[src/rtl/das_sum.sv]
// Delay-and-sum stage: paces the four-channel RF reader, delays each channel by a
// latched sample count and sums the taps. Optional macro DAS_APOD_EN adds per-channel
// apodization shifts (apod1..apod4).
//
// state  | meaning
// -------+-----------------------------------------------------------
// IDLE   | waiting for start; delays latched and history cleared on accept
// RUN    | inc_count high; issuing FRAME_LEN reader advances
// FLUSH  | reader done; waiting for the final capture's sum to register
module das_sum #(
  parameter int DATA_W    = 16,
  parameter int MAX_DLY   = 32,
  parameter int FRAME_LEN = 24100
) (
  input  logic                       clk,
  input  logic                       reset_n,
  input  logic                       start,
  input  logic [$clog2(MAX_DLY)-1:0] dly1,
  input  logic [$clog2(MAX_DLY)-1:0] dly2,
  input  logic [$clog2(MAX_DLY)-1:0] dly3,
  input  logic [$clog2(MAX_DLY)-1:0] dly4,
`ifdef DAS_APOD_EN
  input  logic [1:0]                 apod1,
  input  logic [1:0]                 apod2,
  input  logic [1:0]                 apod3,
  input  logic [1:0]                 apod4,
`endif
  input  logic [DATA_W-1:0]          val1,
  input  logic [DATA_W-1:0]          val2,
  input  logic [DATA_W-1:0]          val3,
  input  logic [DATA_W-1:0]          val4,
  output logic                       inc_count,
  output logic [DATA_W+1:0]          sum_out,
  output logic                       sum_valid,
  output logic                       frame_done,
  output logic                       busy
);

  localparam int DLY_W = $clog2(MAX_DLY);
  localparam int CNT_W = $clog2(FRAME_LEN + 1);
  localparam int DEPTH = MAX_DLY - 1;
  localparam int SUM_W = DATA_W + 2;

  typedef enum logic [1:0] {
    S_IDLE  = 2'd0,
    S_RUN   = 2'd1,
    S_FLUSH = 2'd2
  } state_t;

  state_t state_q, state_d;

  logic [CNT_W-1:0] issue_cnt_q, issue_cnt_d;
  logic [CNT_W-1:0] cap_cnt_q, cap_cnt_d;
  logic             cap_en_q;
  logic             sum_valid_q;
  logic             frame_done_q;
  logic             accept;
  logic             last_cap;

  logic        [DLY_W-1:0]  dly_in [4];
  logic        [DLY_W-1:0]  dly_q  [4];
  logic signed [DATA_W-1:0] val_in [4];
  logic signed [DATA_W-1:0] tap    [4];
  logic signed [DATA_W-1:0] line_q [4][DEPTH];
  logic signed [SUM_W-1:0]  sum_d, sum_q;

`ifdef DAS_APOD_EN
  logic [1:0] apod_in [4];
  logic [1:0] apod_q  [4];

  assign apod_in[0] = apod1;
  assign apod_in[1] = apod2;
  assign apod_in[2] = apod3;
  assign apod_in[3] = apod4;
`endif

  assign dly_in[0] = dly1;
  assign dly_in[1] = dly2;
  assign dly_in[2] = dly3;
  assign dly_in[3] = dly4;

  assign val_in[0] = $signed(val1);
  assign val_in[1] = $signed(val2);
  assign val_in[2] = $signed(val3);
  assign val_in[3] = $signed(val4);

  assign accept   = (state_q == S_IDLE) && start;
  assign last_cap = cap_en_q && (cap_cnt_q == CNT_W'(FRAME_LEN - 1));

  always_ff @(posedge clk or negedge reset_n) begin
    if (!reset_n) begin
      state_q     <= S_IDLE;
      issue_cnt_q <= '0;
      cap_cnt_q   <= '0;
    end else begin
      state_q     <= state_d;
      issue_cnt_q <= issue_cnt_d;
      cap_cnt_q   <= cap_cnt_d;
    end
  end

  always_comb begin
    state_d     = state_q;
    issue_cnt_d = issue_cnt_q;
    cap_cnt_d   = cap_cnt_q;
    inc_count   = 1'b0;
    busy        = 1'b0;
    case (state_q)
      S_IDLE: begin
        if (start) begin
          state_d     = S_RUN;
          issue_cnt_d = '0;
          cap_cnt_d   = '0;
        end
      end
      S_RUN: begin
        inc_count   = 1'b1;
        busy        = 1'b1;
        issue_cnt_d = issue_cnt_q + CNT_W'(1);
        if (issue_cnt_q == CNT_W'(FRAME_LEN - 1)) begin
          state_d = S_FLUSH;
        end
      end
      S_FLUSH: begin
        busy = 1'b1;
        if (frame_done_q) begin
          state_d = S_IDLE;
        end
      end
      default: begin
        state_d = S_IDLE;
      end
    endcase
    if (cap_en_q) begin
      cap_cnt_d = cap_cnt_q + CNT_W'(1);
    end
  end

  // A delay of 0 taps the sample being captured now; d>0 taps history entry d-1.
  always_comb begin
    for (int i = 0; i < 4; i++) begin
      if (dly_q[i] == '0) begin
        tap[i] = val_in[i];
      end else begin
        tap[i] = line_q[i][dly_q[i] - DLY_W'(1)];
      end
`ifdef DAS_APOD_EN
      tap[i] = tap[i] >>> apod_q[i];
`endif
    end
  end

  always_comb begin
    sum_d = '0;
    for (int i = 0; i < 4; i++) begin
      sum_d = sum_d + SUM_W'(tap[i]);
    end
  end

  always_ff @(posedge clk or negedge reset_n) begin
    if (!reset_n) begin
      for (int i = 0; i < 4; i++) begin
        dly_q[i] <= '0;
`ifdef DAS_APOD_EN
        apod_q[i] <= '0;
`endif
        for (int j = 0; j < DEPTH; j++) begin
          line_q[i][j] <= '0;
        end
      end
    end else if (accept) begin
      for (int i = 0; i < 4; i++) begin
        dly_q[i] <= dly_in[i];
`ifdef DAS_APOD_EN
        apod_q[i] <= apod_in[i];
`endif
        for (int j = 0; j < DEPTH; j++) begin
          line_q[i][j] <= '0;
        end
      end
    end else if (cap_en_q) begin
      for (int i = 0; i < 4; i++) begin
        line_q[i][0] <= val_in[i];
        for (int j = 1; j < DEPTH; j++) begin
          line_q[i][j] <= line_q[i][j-1];
        end
      end
    end
  end

  // The reader registers its read, so data for an advance arrives one cycle later.
  always_ff @(posedge clk or negedge reset_n) begin
    if (!reset_n) begin
      cap_en_q     <= 1'b0;
      sum_valid_q  <= 1'b0;
      frame_done_q <= 1'b0;
      sum_q        <= '0;
    end else begin
      cap_en_q     <= inc_count;
      sum_valid_q  <= cap_en_q;
      frame_done_q <= last_cap;
      if (cap_en_q) begin
        sum_q <= sum_d;
      end
    end
  end

  assign sum_out    = sum_q;
  assign sum_valid  = sum_valid_q;
  assign frame_done = frame_done_q;

endmodule

[config.mk]
export PLATFORM = sky130hd
export DESIGN_NAME = das_sum
export DESIGN_NICKNAME = d
export VERILOG_FILES = /design/src/rtl/das_sum.sv
export SDC_FILE = /design/constraint.sdc
export NUM_CORES = 2
export LEC_CHECK = 0
export ABC_AREA = 1
export ABC_CLOCK_PERIOD_IN_PS = 6920
export CORE_MARGIN = 1.5
export CORE_UTILIZATION = 55
export CTS_CLUSTER_DIAMETER = 50
export DETAILED_ROUTE_END_ITERATION = 10
export PLACE_DENSITY_LB_ADDON = 0.05
export SYNTH_ARGS = -nofsm -noshare
export SYNTH_HDL_FRONTEND = slang
export SYNTH_SLANG_ARGS = --single-unit
[constraint.sdc]
create_clock -name clk -period 6.92 [get_ports clk]
set_input_delay 2.076 -clock clk [delete_from_list [all_inputs] [get_ports clk]]
set_output_delay 2.076 -clock clk [all_outputs]
set_load 0.03 [all_outputs]
## Word-level counts from Yosys, hierarchy flattened

Cells that the tools add are included.

- Register bits: 2057
- Bits in latches: 0
- RAM bits: 0
- ROM bits: 0
- Input port bits: 87
- Output and inout bits: 22
- Word-level logic and storage cells: 202
- Memories kept: 0

- Add/sub/neg operators: 9
- Multipliers: 0
- Div/mod/pow operators: 0
- Magnitude comparators: 4
- Equal/unequal tests: 7
- Shift-type cells: 0
- Muxes and demuxes: 28
- Bitwise operators: 4
- Reductions and logical operators: 15

Operator list:

| kind | count |
|---|---|
| 1984-bit 2-to-1 mux | 2 |
| 16-bit binary-select mux with 5-bit select | 4 |
| 16-bit 2-to-1 mux | 12 |
| 15-bit 2-to-1 mux | 3 |
| 15-bit by 1-bit adder with 15-bit output, second input constant | 2 |
| 15-bit equality test, second input constant | 2 |
| 15-bit one-hot mux with 2 select lines | 1 |
| 6-bit greater-or-equal comparator, second input constant | 4 |
| 5-bit inverter with 6-bit output | 4 |
| 5-bit logical NOT | 4 |
| 5-bit by 1-bit subtractor with 5-bit output, second input constant | 4 |
| 17-bit by 16-bit adder with 18-bit output | 1 |
| 18-bit by 16-bit adder with 18-bit output | 1 |
| 16-bit by 16-bit adder with 17-bit output | 1 |
| 2-bit nonzero test | 4 |
| 2-bit 2-to-1 mux | 3 |
| 2-bit != test, second input constant | 3 |
| 2-bit one-hot mux with 3 select lines | 1 |
| 2-bit AND reduction | 2 |
| 3-bit AND reduction | 1 |
| 2-bit by 1-bit equality test with 1-bit output, second input constant | 1 |
| 2-bit equality test, second input constant | 1 |
| 1-bit logical AND | 2 |
| 2-bit logical NOT | 1 |
| other kinds (2) | 3 |

## Logic depth before layout (Yosys ltp)

- Word-level depth: 9
- Gate-level depth with buffers: 31
- Gate-level depth less buffers: 26

## Worst setup path after synthesis

Ideal clock, no wire load.

- Kind: register to register
- Start point: register dly_q[5] (netlist name)
- End point: register sum_q[7] (netlist: sum_out[7])
- Setup time: 0.118 ns
- Data arrival time: 4.700 ns
- Data required time: 6.802 ns
- Path slack: 2.102 ns
- Cell stages (with the launch flop): 28
- Path through: dfrtp_1 > clkbuf_2 > inv_2 > buf_2 > buf_1 > ha_1 > buf_2 > inv_2 > buf_2 > clkbuf_1 > nand3_1 > nand3_1 > nand2_1 > nand2_1 > nand2_1 > nor2_1 > nor2_1 > fa_1 > fa_1 > ha_1 > fa_1 > nand2_1 > nand3_1 > nand3b_1 > nand2_1 > or2_2 > nand3_1 > nand2_1

- Word-level cells in the longest chain between the ends: 8
- Elaborated cells on any way between the ends: 9
- Those cells by class: add/sub (3); mux (4); bitwise (1); reduce/logical (1)

Ends and longest elaborated chain:

| item | line | source |
|---|---|---|
| from (decl) | 61 | `logic [DLY_W-1:0] dly_q [4];` |
| from (signal, indexed assignment) | 173 | `dly_q[i] <= dly_in[i];` |
| 5-bit by 1-bit subtractor with 5-bit output | 145 | `tap[i] = line_q[i][dly_q[i] - DLY_W'(1)];` |
| 5-bit inverter with 6-bit output (not written as such) | 145 |  |
| 16-bit binary-select mux with 5-bit select | 145 |  |
| 16-bit 2-to-1 mux (not written as such) (2 in a row) | 145 |  |
| 16-bit 2-to-1 mux * | 142 | `if (dly_q[i] == '0) begin` |
| 17-bit by 16-bit adder with 18-bit output * | 156 | `sum_d = sum_d + SUM_W'(tap[i]);` |
| 18-bit by 16-bit adder with 18-bit output * | 156 |  |
| to (signal assigned) | 203 | `sum_q <= sum_d;` |
| to (decl) | 65 | `logic signed [SUM_W-1:0] sum_d, sum_q;` |

Every way passes the cells marked *; elsewhere a longest branch is shown, timed or not. The select of a mux whose other input is x is not followed.
A chain may end at the register's enable or synchronous reset.

## Worst setup path in the final report

- Start point: register dly_q[0] (netlist name)
- End point: register sum_q[9] (netlist: sum_out[9])

- Word-level cells in the longest chain between the ends: 7
- Elaborated cells on any way between the ends: 8
- Those cells by class: add/sub (2); mux (4); bitwise (1); reduce/logical (1)

Ends and longest elaborated chain:

| item | line |
|---|---|
| 5-bit by 1-bit subtractor with 5-bit output | 145 |
| 5-bit inverter with 6-bit output (not written as such) | 145 |
| 16-bit binary-select mux with 5-bit select | 145 |
| 16-bit 2-to-1 mux (not written as such) (2 in a row) | 145 |
| 16-bit 2-to-1 mux * | 142 |
| 18-bit by 16-bit adder with 18-bit output * | 156 |

Marks and branches as above.

==> flow_metrics.env <==
export IMPL_routed_via_density=5.72
export IMPL_syn_num_nets=11800
export IMPL_synth_most_common_cell="nand2_1"
export IMPL_swShare_pct=49.4
export IMPL_yosysWarnings=0
export IMPL_final_antenna_net_count=0
export IMPL_cts_reportedPaths_clkPinSlew_ns=0.06
export IMPL_crit_type="flop to flop"
export IMPL_hold_viol=0
export IMPL_synth_flop_cell="dfrtp_1"
export IMPL_cp_data_required_time_ns=7.64
export IMPL_cts_num_sinks=2057
export IMPL_h_tree_depth=4
export IMPL_antenna_found_initial=1
export IMPL_synth_edff_count=0
export IMPL_design_power_total_w=0.0588
export IMPL_synth_seq_area_share_pct=53.3
export IMPL_core_area_um2=174000
export IMPL_avgSynthCellArea_um2=8.27
export IMPL_startpoint_type="flop"
export IMPL_p_sw_w=0.0291
export IMPL_synthArstFlopShare_pct=100
export IMPL_peakVddDrop_mv=1.01
export IMPL_powerDensity_nw_per_um2=551
export IMPL_cp_max_fo=49
export IMPL_ctsResizeCount=0
export IMPL_synthCells=11700
export IMPL_synth_seq_cells=2057
export IMPL_p_seq_share_pct=23.1
export IMPL_syn_area_um2=96600
export IMPL_grtUsageTotal_pct=28.7
export IMPL_slew_violations=0
export IMPL_relSlewSlack_pct=4.89
export IMPL_routabilityCongestion=0.842
export IMPL_clock_path_buffers=3
export IMPL_clkPwrFrac_pct=19.9
export IMPL_synth_top_area_share_pct=53.3
export IMPL_p_int_w=0.0298
export IMPL_dieArea_um2=178000
export IMPL_synthTopCellsByArea="dfrtp_1 53%, o22ai_1 12%, nand2_1 10%, inv_1 8.2%, nand3_1 6.9%"
export IMPL_drt_iter0_drc=7198
export IMPL_p_comb_share_pct=57.0
export IMPL_portBuffers=108
export IMPL_busiest_layer="met2"
export IMPL_synth_top_cell_by_area="dfrtp_1"
export IMPL_reg2reg_slack_ns=0.94
export IMPL_dieHeight_um=422
export IMPL_period_needed_ns=5.98
export IMPL_grt_max_degree=235
export IMPL_boundaryPins=109
export IMPL_max_cap_violations=0
export IMPL_fp_row_count=153
export IMPL_cts_hold_buf=0
export IMPL_overflow=0
export IMPL_leakage_nw=49.9
export IMPL_numCtsBuffers=221
export IMPL_root_buffer="clkbuf_16"
export IMPL_finalSetupViolCount=0
export IMPL_wirelength_mm=256
export IMPL_critPathCaptureType="flop"
export IMPL_tightest_slew_ns=1.43
export IMPL_met1_usage_pct=40.4
export IMPL_avgRoutedWirePerCell_um=18.5
export IMPL_fin_nets=11500
export IMPL_use_met3_pct=3.60
export IMPL_hp_class="flop to flop"
export IMPL_drive_above_1_share_pct=5.10
export IMPL_grt_use_met2_pct=46.2
export IMPL_antenna_diode_count=0
export IMPL_min_period_over_period_pct=86.4
export IMPL_critical_path_arrival_ns=6.70
export IMPL_die_w_um=422
export IMPL_dp_hpwl_mm=150
export IMPL_drcViolationCount=0
export IMPL_synth_common_cells="2593 x nand2_1, 2105 x inv_1, 2057 x dfrtp_1"
export IMPL_dr_pass1_iters=8
export IMPL_cts_tree="built"
export IMPL_post_cts_buffers=0
export IMPL_rsz0062_at_grt="no"
export IMPL_finalClockSkew_ns=0.0302
export IMPL_status="finished clean"
export IMPL_initial_core_util_pct=55.4
export IMPL_fin_tns_setup_ns=0
export IMPL_insertion_delay_ns=0.87
export IMPL_synth_cell_types=36
export IMPL_fmax_mhz=167
export IMPL_grt_pass1_vias=77200
export IMPL_grt_pass1_wl_mm=418
export IMPL_syn_to_final_growth_pct=10.5
export IMPL_routed_via_count=79200
## power groups by stage
stage | registers [W] | clock network (W) | logic, W
floorplan | 0.0136 | 0 | 0.0228
detailed placement | 0.0138 | 0 | 0.0333
CTS | 0.0136 | 0.0119 | 0.0334
global route | 0.0137 | 0.0124 | 0.0372
global placement | 0.0138 | 0 | 0.0331
finish | 0.0136 | 0.0117 | 0.0336
## worst max-delay path: stages, from the launching register on
cell     delay [ns]
dfrtp_4        0.83
inv_6          0.05
ha_4           0.61
inv_4          0.28
buf_4          0.38
buf_4          0.30
nand3_1        0.11
nand3_1        0.07
nand3_1        0.08
nand2_1        0.06
nand2_1        0.05
nand3_1        0.42
fa_1           0.68
inv_1          0.10
fa_1           0.49
inv_1          0.04
ha_1           0.33
nand2_1        0.12
inv_1          0.06
a21oi_1        0.14
nand2_1        0.14
or2_2          0.30
nand3_1        0.07
nand2_1        0.06
## area by class of cell
class                      count  area, um^2
clock buffer                 336        6610
sequential                  2057       51500
timing repair buffer         299        3300
clock inverter                75         652
inverter                    2113        7960
tap                         2325        2910
fill                       15300       67500
multi-input combinational   6641       33800
## routing by layer
layer	wire [um]	part of all wire [%]
met1	115000	45
met2	120000	47
met3	12700	5.0
met4	8090	3.2
met5	8	0.0031
## logic make-up (layout without fill, tap and decap cells)
family,count (synthesis),after routing,synth area share [%]
xor gates and xnor gates,15,15,0.152
buffers and inverters,2981,2823,11.9
DFF,2057,2057,53.3
and+or+nand+nor,4129,4129,17.9
AOI/OAI and AO/OA,2433,2433,15.6
muxes,5,5,0.0570
adders and majority gates,59,59,1.02
## stage by stage
step	cell area (um^2)	util (%)	cells	hold WS [ns]	setup slack, ns
6_report	107000	61.2	13800	0.478	0.941
3_3_place_gp	99400	57.1	13400	0.459	1.02
2_1_floorplan	96600	-	11700	0.399	2.10
3_5_place_dp	99400	57.1	13400	0.472	0.954
5_1_grt	107000	61.2	13800	0.502	0.627
4_1_cts	107000	61.2	13800	0.486	0.917
## layout by cell type, fill, tap and decap left out, types with 12 or more instances in the layout
cell | Yosys | routed
a21oi_1 | 118 | 118
buf_12 | 0 | 61
buf_4 | 0 | 130
clkbuf_1 | 465 | 58
clkbuf_16 | 0 | 228
clkbuf_8 | 0 | 50
clkdlybuf4s50_1 | 0 | 107
clkinv_2 | 0 | 40
clkinvlp_4 | 0 | 12
dfrtp_1 | 2057 | 2052
fa_1 | 33 | 33
ha_1 | 26 | 22
inv_1 | 2105 | 2102
nand2_1 | 2593 | 2589
nand3_1 | 1339 | 1339
nand4_1 | 17 | 17
nor2_1 | 142 | 142
nor3_1 | 19 | 19
o211ai_1 | 214 | 214
o21ai_0 | 196 | 196
o22ai_1 | 1892 | 1892
## worst paths after layout
kind | from | end | cells past startpoint
max in group asynchronous | reset_n | line_q[1678]$_DFFE_PN0P_ | 3
worst min-delay path | sum_out[0]$_DFFE_PN0P_ | sum_out[0]$_DFFE_PN0P_ | 2
min in group asynchronous | reset_n | line_q[1274]$_DFFE_PN0P_ | 1
worst max register to register | dly_q[0]$_DFFE_PN0P_ | sum_out[9]$_DFFE_PN0P_ | 23
worst max-delay path | dly_q[0]$_DFFE_PN0P_ | sum_out[9]$_DFFE_PN0P_ | 23
worst min register to register | sum_out[0]$_DFFE_PN0P_ | sum_out[0]$_DFFE_PN0P_ | 2
## sequential cells by signal, summed over array words and instances, names as in the netlist
signal,count
line_q,1984
dly_q,20
sum_out,18
cap_cnt_q,15
issue_cnt_q,15
state_q,2
cap_en_q,1
frame_done,1
sum_valid,1
(Power assumes the default switching activity.)
